[src/rtl/mem_arb.sv]
// Memory arbiter: serialises fetch, load and store onto a single
// memory-controller port, with one transaction outstanding and fetch anti-starvation.
module mem_arb #(
    parameter int ADDR_W  = 32,
    parameter int DATA_W  = 32,
    parameter int AGE_MAX = 8
) (
    input  logic              clk,
    input  logic              rst,
    input  logic              en,
    input  logic              clr,
    input  logic              if_req,
    input  logic [ADDR_W-1:0] if_add,
    output logic              if_gnt,
    output logic              if_done,
    output logic [DATA_W-1:0] if_dat,
    input  logic              ld_req,
    input  logic [ADDR_W-1:0] ld_add,
    input  logic [2:0]        ld_len,
    output logic              ld_gnt,
    output logic              ld_done,
    output logic [DATA_W-1:0] ld_dat,
    input  logic              st_req,
    input  logic [ADDR_W-1:0] st_add,
    input  logic [2:0]        st_len,
    input  logic [DATA_W-1:0] st_dat,
    output logic              st_gnt,
    output logic              st_done,
    input  logic              io_full,
    output logic              mc_en,
    output logic              mc_rw,
    output logic [2:0]        mc_len,
    output logic [ADDR_W-1:0] mc_add,
    output logic [DATA_W-1:0] mc_dat,
    input  logic              mc_done,
    input  logic [DATA_W-1:0] mc_rdat
);

    typedef enum logic [1:0] {IDLE, BUSY, GAP} state_t;
    typedef enum logic [1:0] {OWN_IF, OWN_LD, OWN_ST} own_t;

    localparam logic [3:0] AGE_TOP = 4'(AGE_MAX);

    state_t state_q, state_d;
    own_t   own_q, own_d;
    logic [3:0] age_q, age_d;
    logic cancel_q, cancel_d;
    logic if_gnt_q, if_gnt_d, ld_gnt_q, ld_gnt_d, st_gnt_q, st_gnt_d;
    logic if_done_q, if_done_d, ld_done_q, ld_done_d, st_done_q, st_done_d;
    logic mc_en_q, mc_en_d, mc_rw_q, mc_rw_d;
    logic [2:0] mc_len_q, mc_len_d;
    logic [ADDR_W-1:0] mc_add_q, mc_add_d;
    logic [DATA_W-1:0] mc_dat_q, mc_dat_d;
    logic [DATA_W-1:0] if_dat_q, if_dat_d, ld_dat_q, ld_dat_d;

    logic st_el, ld_el, if_el, if_win;
    logic [3:0] age_inc;

    // I/O-mapped stores stall only while the output buffer is full
    assign st_el   = st_req && !((st_add[17:16] == 2'b11) && io_full);
    assign ld_el   = ld_req;
    assign if_el   = if_req && !clr;
    assign if_win  = if_el && ((age_q == AGE_TOP) || (!st_el && !ld_el));
    assign age_inc = if_el ? ((age_q >= AGE_TOP) ? AGE_TOP : age_q + 4'd1)
                           : age_q;

    always_comb begin
        state_d   = state_q;
        own_d     = own_q;
        age_d     = age_q;
        cancel_d  = cancel_q;
        if_gnt_d  = if_gnt_q;
        ld_gnt_d  = ld_gnt_q;
        st_gnt_d  = st_gnt_q;
        if_done_d = if_done_q;
        ld_done_d = ld_done_q;
        st_done_d = st_done_q;
        mc_en_d   = mc_en_q;
        mc_rw_d   = mc_rw_q;
        mc_len_d  = mc_len_q;
        mc_add_d  = mc_add_q;
        mc_dat_d  = mc_dat_q;
        if_dat_d  = if_dat_q;
        ld_dat_d  = ld_dat_q;
        if (en) begin
            if_gnt_d  = 1'b0;
            ld_gnt_d  = 1'b0;
            st_gnt_d  = 1'b0;
            if_done_d = 1'b0;
            ld_done_d = 1'b0;
            st_done_d = 1'b0;
            mc_en_d   = 1'b0;
            unique case (state_q)
                IDLE: begin
                    if (if_win) begin
                        if_gnt_d = 1'b1;
                        mc_en_d  = 1'b1;
                        mc_rw_d  = 1'b0;
                        mc_len_d = 3'd4;
                        mc_add_d = if_add;
                        own_d    = OWN_IF;
                        age_d    = 4'd0;
                        state_d  = BUSY;
                    end else if (st_el) begin
                        st_gnt_d = 1'b1;
                        mc_en_d  = 1'b1;
                        mc_rw_d  = 1'b1;
                        mc_len_d = st_len;
                        mc_add_d = st_add;
                        mc_dat_d = st_dat;
                        own_d    = OWN_ST;
                        age_d    = age_inc;
                        state_d  = BUSY;
                    end else if (ld_el) begin
                        ld_gnt_d = 1'b1;
                        mc_en_d  = 1'b1;
                        mc_rw_d  = 1'b0;
                        mc_len_d = ld_len;
                        mc_add_d = ld_add;
                        own_d    = OWN_LD;
                        age_d    = age_inc;
                        state_d  = BUSY;
                    end
                end
                BUSY: begin
                    if (clr) cancel_d = 1'b1;
                    if (mc_done) begin
                        state_d  = GAP;
                        cancel_d = 1'b0;
                        unique case (own_q)
                            OWN_IF: begin
                                if (!cancel_q && !clr) begin
                                    if_done_d = 1'b1;
                                    if_dat_d  = mc_rdat;
                                end
                            end
                            OWN_LD: begin
                                ld_done_d = 1'b1;
                                ld_dat_d  = mc_rdat;
                            end
                            OWN_ST: st_done_d = 1'b1;
                            default: ;
                        endcase
                    end
                end
                GAP: state_d = IDLE;
                default: state_d = IDLE;
            endcase
        end
    end

    always_ff @(posedge clk) begin
        if (rst) begin
            state_q   <= IDLE;
            own_q     <= OWN_IF;
            age_q     <= 4'd0;
            cancel_q  <= 1'b0;
            if_gnt_q  <= 1'b0;
            ld_gnt_q  <= 1'b0;
            st_gnt_q  <= 1'b0;
            if_done_q <= 1'b0;
            ld_done_q <= 1'b0;
            st_done_q <= 1'b0;
            mc_en_q   <= 1'b0;
            mc_rw_q   <= 1'b0;
            mc_len_q  <= 3'd0;
            mc_add_q  <= '0;
            mc_dat_q  <= '0;
            if_dat_q  <= '0;
            ld_dat_q  <= '0;
        end else begin
            state_q   <= state_d;
            own_q     <= own_d;
            age_q     <= age_d;
            cancel_q  <= cancel_d;
            if_gnt_q  <= if_gnt_d;
            ld_gnt_q  <= ld_gnt_d;
            st_gnt_q  <= st_gnt_d;
            if_done_q <= if_done_d;
            ld_done_q <= ld_done_d;
            st_done_q <= st_done_d;
            mc_en_q   <= mc_en_d;
            mc_rw_q   <= mc_rw_d;
            mc_len_q  <= mc_len_d;
            mc_add_q  <= mc_add_d;
            mc_dat_q  <= mc_dat_d;
            if_dat_q  <= if_dat_d;
            ld_dat_q  <= ld_dat_d;
        end
    end

    assign if_gnt  = if_gnt_q;
    assign ld_gnt  = ld_gnt_q;
    assign st_gnt  = st_gnt_q;
    assign if_done = if_done_q;
    assign ld_done = ld_done_q;
    assign st_done = st_done_q;
    assign if_dat  = if_dat_q;
    assign ld_dat  = ld_dat_q;
    assign mc_en   = mc_en_q;
    assign mc_rw   = mc_rw_q;
    assign mc_len  = mc_len_q;
    assign mc_add  = mc_add_q;
    assign mc_dat  = mc_dat_q;

endmodule

[config.mk]
export PLATFORM = sky130hd
export DESIGN_NAME = mem_arb
export DESIGN_NICKNAME = d
export VERILOG_FILES = /design/src/rtl/mem_arb.sv
export SDC_FILE = /design/constraint.sdc
export NUM_CORES = 1
export LEC_CHECK = 0
export ABC_CLOCK_PERIOD_IN_PS = 1800
export CORE_UTILIZATION = 36
export DETAILED_ROUTE_END_ITERATION = 8
export PLACE_DENSITY = 0.78
export SYNTH_ARGS = -nofsm -noshare
export SYNTH_HDL_FRONTEND = slang
export SYNTH_SLANG_ARGS = --single-unit
[constraint.sdc]
create_clock -name clk -period 1.8 [get_ports clk]
set_input_delay 0.54 -clock clk [delete_from_list [all_inputs] [get_ports clk]]
set_output_delay 0.54 -clock clk [all_outputs]
set_load 0.02 [all_outputs]
# --- Yosys cells after proc, flatten, opt, wreduce, memory -nomap -nowiden ---
# Index checks and enable logic that the tools add are counted.
# W data, S select, Z words.
totals:
  wordCells: 94
  regBits: 148
op_classes:
  n_bitwise: 1
  muxes: 45
  n_reduce_logical: 22
  n_addsub: 1
  order_cmp: 1
  eq_ne: 7
ops:
  columns: ["op", "n"]
  rows:
  - ["$mux W32", 3]
  - ["$mux W1", 27]
  - ["$mux W4", 5]
  - ["$mux W2", 6]
  - ["$mux W3", 3]
  - ["$reduce_and A3 Y1", 3]
  - ["$reduce_and A4 Y1", 2]
  - ["$logic_and A1 B1 Y1", 6]
  - ["$logic_not A1 Y1", 5]
  - ["$reduce_and A5 Y1", 1]
  - ["$add A4 B1 Y4 const B", 1]
  - ["$eq A2 B1 Y1 const B", 2]
  - ["$eq A2 B2 Y1 const B", 2]
  - ["$eq A4 B4 Y1 const B", 1]
  - ["$ge A4 B4 Y1 const B", 1]
  - ["$logic_not A2 Y1", 2]
  - ["$ne A4 B4 Y1 const B", 1]
  - ["$pmux W2 S2", 1]
  - ["$reduce_bool A3 Y1", 1]
  - ["$ne A2 B2 Y1 const B", 1]
  - ["$reduce_bool A2 Y1", 1]
  - ["$logic_or A1 B1 Y1", 1]
  - ["$not A1 Y1", 1]

# --- Logic depth before layout (Yosys ltp) ---
logic_depth:
  word_depth: 10
  mapped_depth: 7

# --- Least setup slack after synthesis ---
# OpenSTA, ideal clock, no wires.
synth_path:
  path_kind: "register to register"
  from: "register age_q[0]"
  to: "register mc_add_q[0], in the netlist mc_add[0]"
  t_arrival_ns: 1.813
  path_stages_with_launch: 8
  path_slack_ns: -0.134
  setup_time_ns: 0.122
  path_cell_list: "dfxtp_1 -> inv_1 -> ha_1 -> and3b_1 -> o311a_1 -> and2_1 -> buf_2 -> a221o_1"
synth_between:
  elab_chain_len: 5
  word_cells_on_any_way: 6
  classes_between: "eq/ne (1); mux (1); reduce/logical (4)"
synth_rtl:
  columns: ["item", "line_no", "source"]
  rows:
  - ["from (decl)", "46", "logic [3:0] age_q, age_d;"]
  - ["from (signal assigned)", "174", "age_q <= age_d;"]
  - ["$eq A4 B4 Y1 *", "63", "assign if_win = if_el && ((age_q == AGE_TOP) || (!st_el && !ld_el));"]
  - ["$logic_or A1 B1 Y1 *", "63", null]
  - ["$logic_and A1 B1 Y1 *", "63", null]
  - ["$reduce_bool A3 Y1 (no line)", null, null]
  - ["$reduce_and A3 Y1 (no line)", null, null]
  - ["to (signal assigned)", "185", "mc_add_q <= mc_add_d;"]
  - ["to (decl)", "52", "logic [ADDR_W-1:0] mc_add_q, mc_add_d;"]
# Mark *: on every way between the ends. The rest lies on a longest branch, timed or not.
# A chain may end at the register's enable or synchronous reset.

# --- Final worst setup path ---
layout_path:
  from: "register age_q[0]"
  to: "register mc_add_q[29], in the netlist mc_add[29]"
# The elaborated chain is that of the path after synthesis.

==> tab_implementation.tex <==
\begin{tabular}{lr}
\hline
Metric & Value \\
\hline
\multicolumn{2}{l}{\textbf{Clock tree}} \\
Clock root buffer & clkbuf\_16 \\
Number of sinks on the clock net & 147 \\
Number of buffers inserted during clock tree synthesis & 17 \\
TritonCTS clock tree & done \\
Bufs on Longest Clock Path & 2 \\
Post-cts hold buffer count & 0 \\
Clock latency of the later-clocked register in the worst-skew pair & 420 ps \\
H-tree depth reported by CTS & 4 \\
Clock Pin Slew Worst Setup and Hold Paths & 60 ps \\
\multicolumn{2}{l}{\textbf{Synth}} \\
Multiplexer fraction of the synthesized cell area & less than 1\% \\
Mean area per synthesized cell & 8.20 sq um \\
Synthesized flop and latch total & 147 \\
Post-synth EDFFs & 0 \\
Top area cells in the synthesized netlist & dfxtp\_1 50\%, nand2\_1 13\%, a21oi\_1 12\% \\
Share of the synthesized netlist area taken by xor and xnor gates & 0\% \\
Fraction of synthesized cell area taken by the top area cell type & 50.0\% \\
Post-synthesis sequential area ratio & 50.0\% \\
Proportion of register bits with asynchronous set or reset after synthesis & 0\% \\
Count of mapped cells out of synthesis & 717 \\
Simple logic cell fraction of the synthesized area & 20.0\% \\
Yosys top cell by area & dfxtp\_1 \\
Most used flip-flop cell after synthesis & dfxtp\_1 \\
Cell area after synthesis & 5880 sq um \\
Distinct cells, synth & 38 \\
Main combinational cell family by area after synthesis & compound AO/OA/AOI/OAI gates \\
Post-Synthesis Net Count & slightly below 900 \\
Post-synthesis compound-gate area fraction & 24.6\% \\
Count of synthesis-stage warnings from yosys & 0 \\
Synthesized-area fraction occupied by adder cells & 0.425\% \\
\multicolumn{2}{l}{\textbf{Placement}} \\
Count of port buffers added during placement & approximately 310 \\
Routability-driven placement congestion ratio & $\sim$0.89 \\
Detailed placement HPWL & 14400 um \\
Placed instance count & 1227 \\
Placed instance area & 9480 sq um \\
Worst slack after detailed placement & -520 ps \\
\multicolumn{2}{l}{\textbf{Final layout}} \\
Most frequent standard cell in the layout excluding fill and tap cells & nand2\_1 \\
Layout overhead on the synthesized area & 71.3\% \\
Final net count & 1215 \\
Final Util & between 60 and 70\% \\
Share of layout cells above drive strength 1 & under 10\% \\
Post-route design area & 10100 sq um \\
Count of inserted antenna diode cells & 0 \\
Commonest cells after routing, fill and taps aside & 203 x nand2\_1, 166 x clkdlybuf4s50\_1, 146 x dlygate4sd2\_1 \\
Non-filler instance count after layout & 1267 \\
Count of fill cells added during filler insertion & 1412 \\
\multicolumn{2}{l}{\textbf{Global route}} \\
Leftover overflow at the end of global routing & 0 \\
Maximum number of pins on one net before global-route repair & between 100 and 150 \\
Number of global-route vias before repair & 6195 \\
Number of antenna violations at the first check in global routing & 0 \\
GRT Total Usage & roughly a quarter \\
Global-route wire length before repair & between 30000 and 40000 um \\
\multicolumn{2}{l}{\textbf{Floorplan}} \\
Area of the die & about 17000 sq um \\
Placeable core region & 15900 sq um \\
Standard-cell row count & 46 \\
Ports placed on the boundary & between 300 and 400 \\
Height of the die & $\sim$130 um \\
Starting density of the core & a little under two fifths \\
Horizontal die dimension & between 100 and 150 um \\
\multicolumn{2}{l}{\textbf{Worst setup path}} \\
Type of the worst setup path & reg2reg \\
Worst Path Arrival & 2050 ps \\
Data required time of the worst path & about 2100 ps \\
Critical Path Fanout Max & 15 \\
Type of destination of the critical path & register \\
Worst r2r src & age\_q[0] \\
Flop2flop setup slack & 50 ps \\
Worst Setup Start Kind & register \\
Count of cells along the worst register-to-register path & 6 \\
FF-to-FF End & mc\_add[29] \\
\multicolumn{2}{l}{\textbf{STA}} \\
Normalized max-slew margin & about two thirds \\
Setup skew after layout & 8.34 ps \\
Unrepaired setup endpoints after global routing & yes \\
Final min period & 1750 ps \\
Achievable clock frequency & roughly 570 MHz \\
Final period util & 97.0\% \\
Number of endpoints failing setup at the final stage & 0 \\
Worst-case setup margin in the final layout & 53.7 ps \\
Max-slew violation count & 0 \\
Slew at the pin with the worst max-slew slack & 519 ps \\
Total count of hold-check failures in the final report & 0 \\
\multicolumn{2}{l}{\textbf{Routing}} \\
Via Count & between 6000 and 7000 \\
Routed wire per std cell & between 15 and 20 um \\
Number of routed nets with antenna violations & 0 \\
Number of remaining DRC errors & 0 \\
DRT Pass-1 Iters & 5 \\
Number of vias per cell after detailed routing & 5.16 \\
Overall routed net length & roughly 21000 um \\
DRT iter0 DRCs & 394 \\
\multicolumn{2}{l}{\textbf{Power and ir drop}} \\
Total chip power & 8.30 mW \\
Total power per unit cell area & about 800 nW/um\^{}2 \\
Maximum ir drop on the vdd rail & 652 uV \\
Total leakage power & 4.24 nW \\
\multicolumn{2}{l}{\textbf{Worst hold path}} \\
Number of instances on the worst hold path & 2 \\
Worst Hold End & mc\_add[16] \\
Class of the most critical hold timing path & in2reg \\
Start point of the worst min-delay path & rst \\
\multicolumn{2}{l}{\textbf{Outcome}} \\
Outcome & finished, final reports clean \\
\multicolumn{2}{l}{\textbf{Flow run}} \\
Maximum Capacitance Violations & 0 \\
\hline
\end{tabular}
final cells by class:
cell class	count	area [sq um]	area share (%)
clock inverters	15	173	1.71
flip-flops and latches	147	2950	29.2
clock buffers	17	425	4.22
multi-input cells	505	2760	27.3
inverters	6	22.5	0.223
repair buffers	361	3490	34.6
well taps	216	270	2.68
state kept, by name, summed over array words and instances, names as in the netlist:
register / flops
state_q: 2
if_gnt: 1
ld_dat: 32
if_done: 1
age_q: 4
if_dat: 32
mc_len: 3
st_gnt: 1
cancel_q: 1
ld_gnt: 1
mc_en: 1
st_done: 1
mc_add: 32
mc_dat: 32
own_q: 2
ld_done: 1
how the worst max path moves through the flow:
stage,startpoint,end,slack (ps),depth (start not counted)
finish,age_q[0],mc_add[29],50,6
global route,age_q[0],mc_dat[28],-20,8
CTS,age_q[0],mc_add[3],-20,7
detailed placement,ld_req,mc_add[24],-520,5
global placement,ld_req,mc_add[28],-470,5
floorplan,age_q[0],mc_add[0],-20,7
Yosys cell counts, drive strengths merged (2+ instances only):
| cell | n |
|---|---|
| ha | 2 |
| and4b | 2 |
| inv | 6 |
| a221o | 30 |
| a41oi | 2 |
| nand2 | 203 |
| o21ai | 6 |
| a22o | 2 |
| a31oi | 4 |
| nor3 | 3 |
| a211oi | 2 |
| a21oi | 144 |
| nor3b | 3 |
| nand3 | 32 |
| and3 | 3 |
| clkbuf | 49 |
| o211ai | 33 |
| nand2b | 9 |
| nand3b | 4 |
| nand4b | 2 |
| buf | 12 |
| o2bb2ai | 2 |
| dfxtp | 147 |
| nor2 | 4 |
stage by stage:
stage               setup TNS (ps)  hold WS (ps)
finish                           0           377
global route                 -62.4           362
CTS                          -73.7           353
detailed placement          -62770           446
global placement            -59420           440
floorplan                     -604           448
metal layers:
metal  vias to the layer above  wire (um)  track usage (%)
met5                         -          0                0
met4                         0        751             12.1
met2                       286      10300             42.7
li1                       3174          -                -
met1                      3027       8140             26.9
met3                        55       1900             8.41
power by group:
part	total, mW	internal, mW	switching, mW
Clock	3.58	2.09	1.49
Sequential	3.43	3.37	0.0626
Combinational	1.29	0.679	0.607
worst max-delay path: stages, from the launching register on:
cell,delay (ps)
dfxtp_2,330
inv_2,40
ha_4,150
and3b_2,240
o311a_4,350
and2_4,220
a221o_1,310
logic make-up (layout without fill, tap and decap cells):
logic type	after synthesis	after routing
AOI/OAI and AO/OA	229	229
and+or+nand+nor	271	273
muxes	1	1
buffers and inverters	67	399
DFF	147	147
adders and majority gates	2	2
what timing repair did:
action                     4_1_cts  5_1_grt
hold endpoints to repair         0        0
gates cloned                     4        1
setup endpoints to repair      218       50
pin swaps                        2        2
buffers inserted                 5        0
gates resized for setup        158       10
Power figures use the tool's default switching activity.
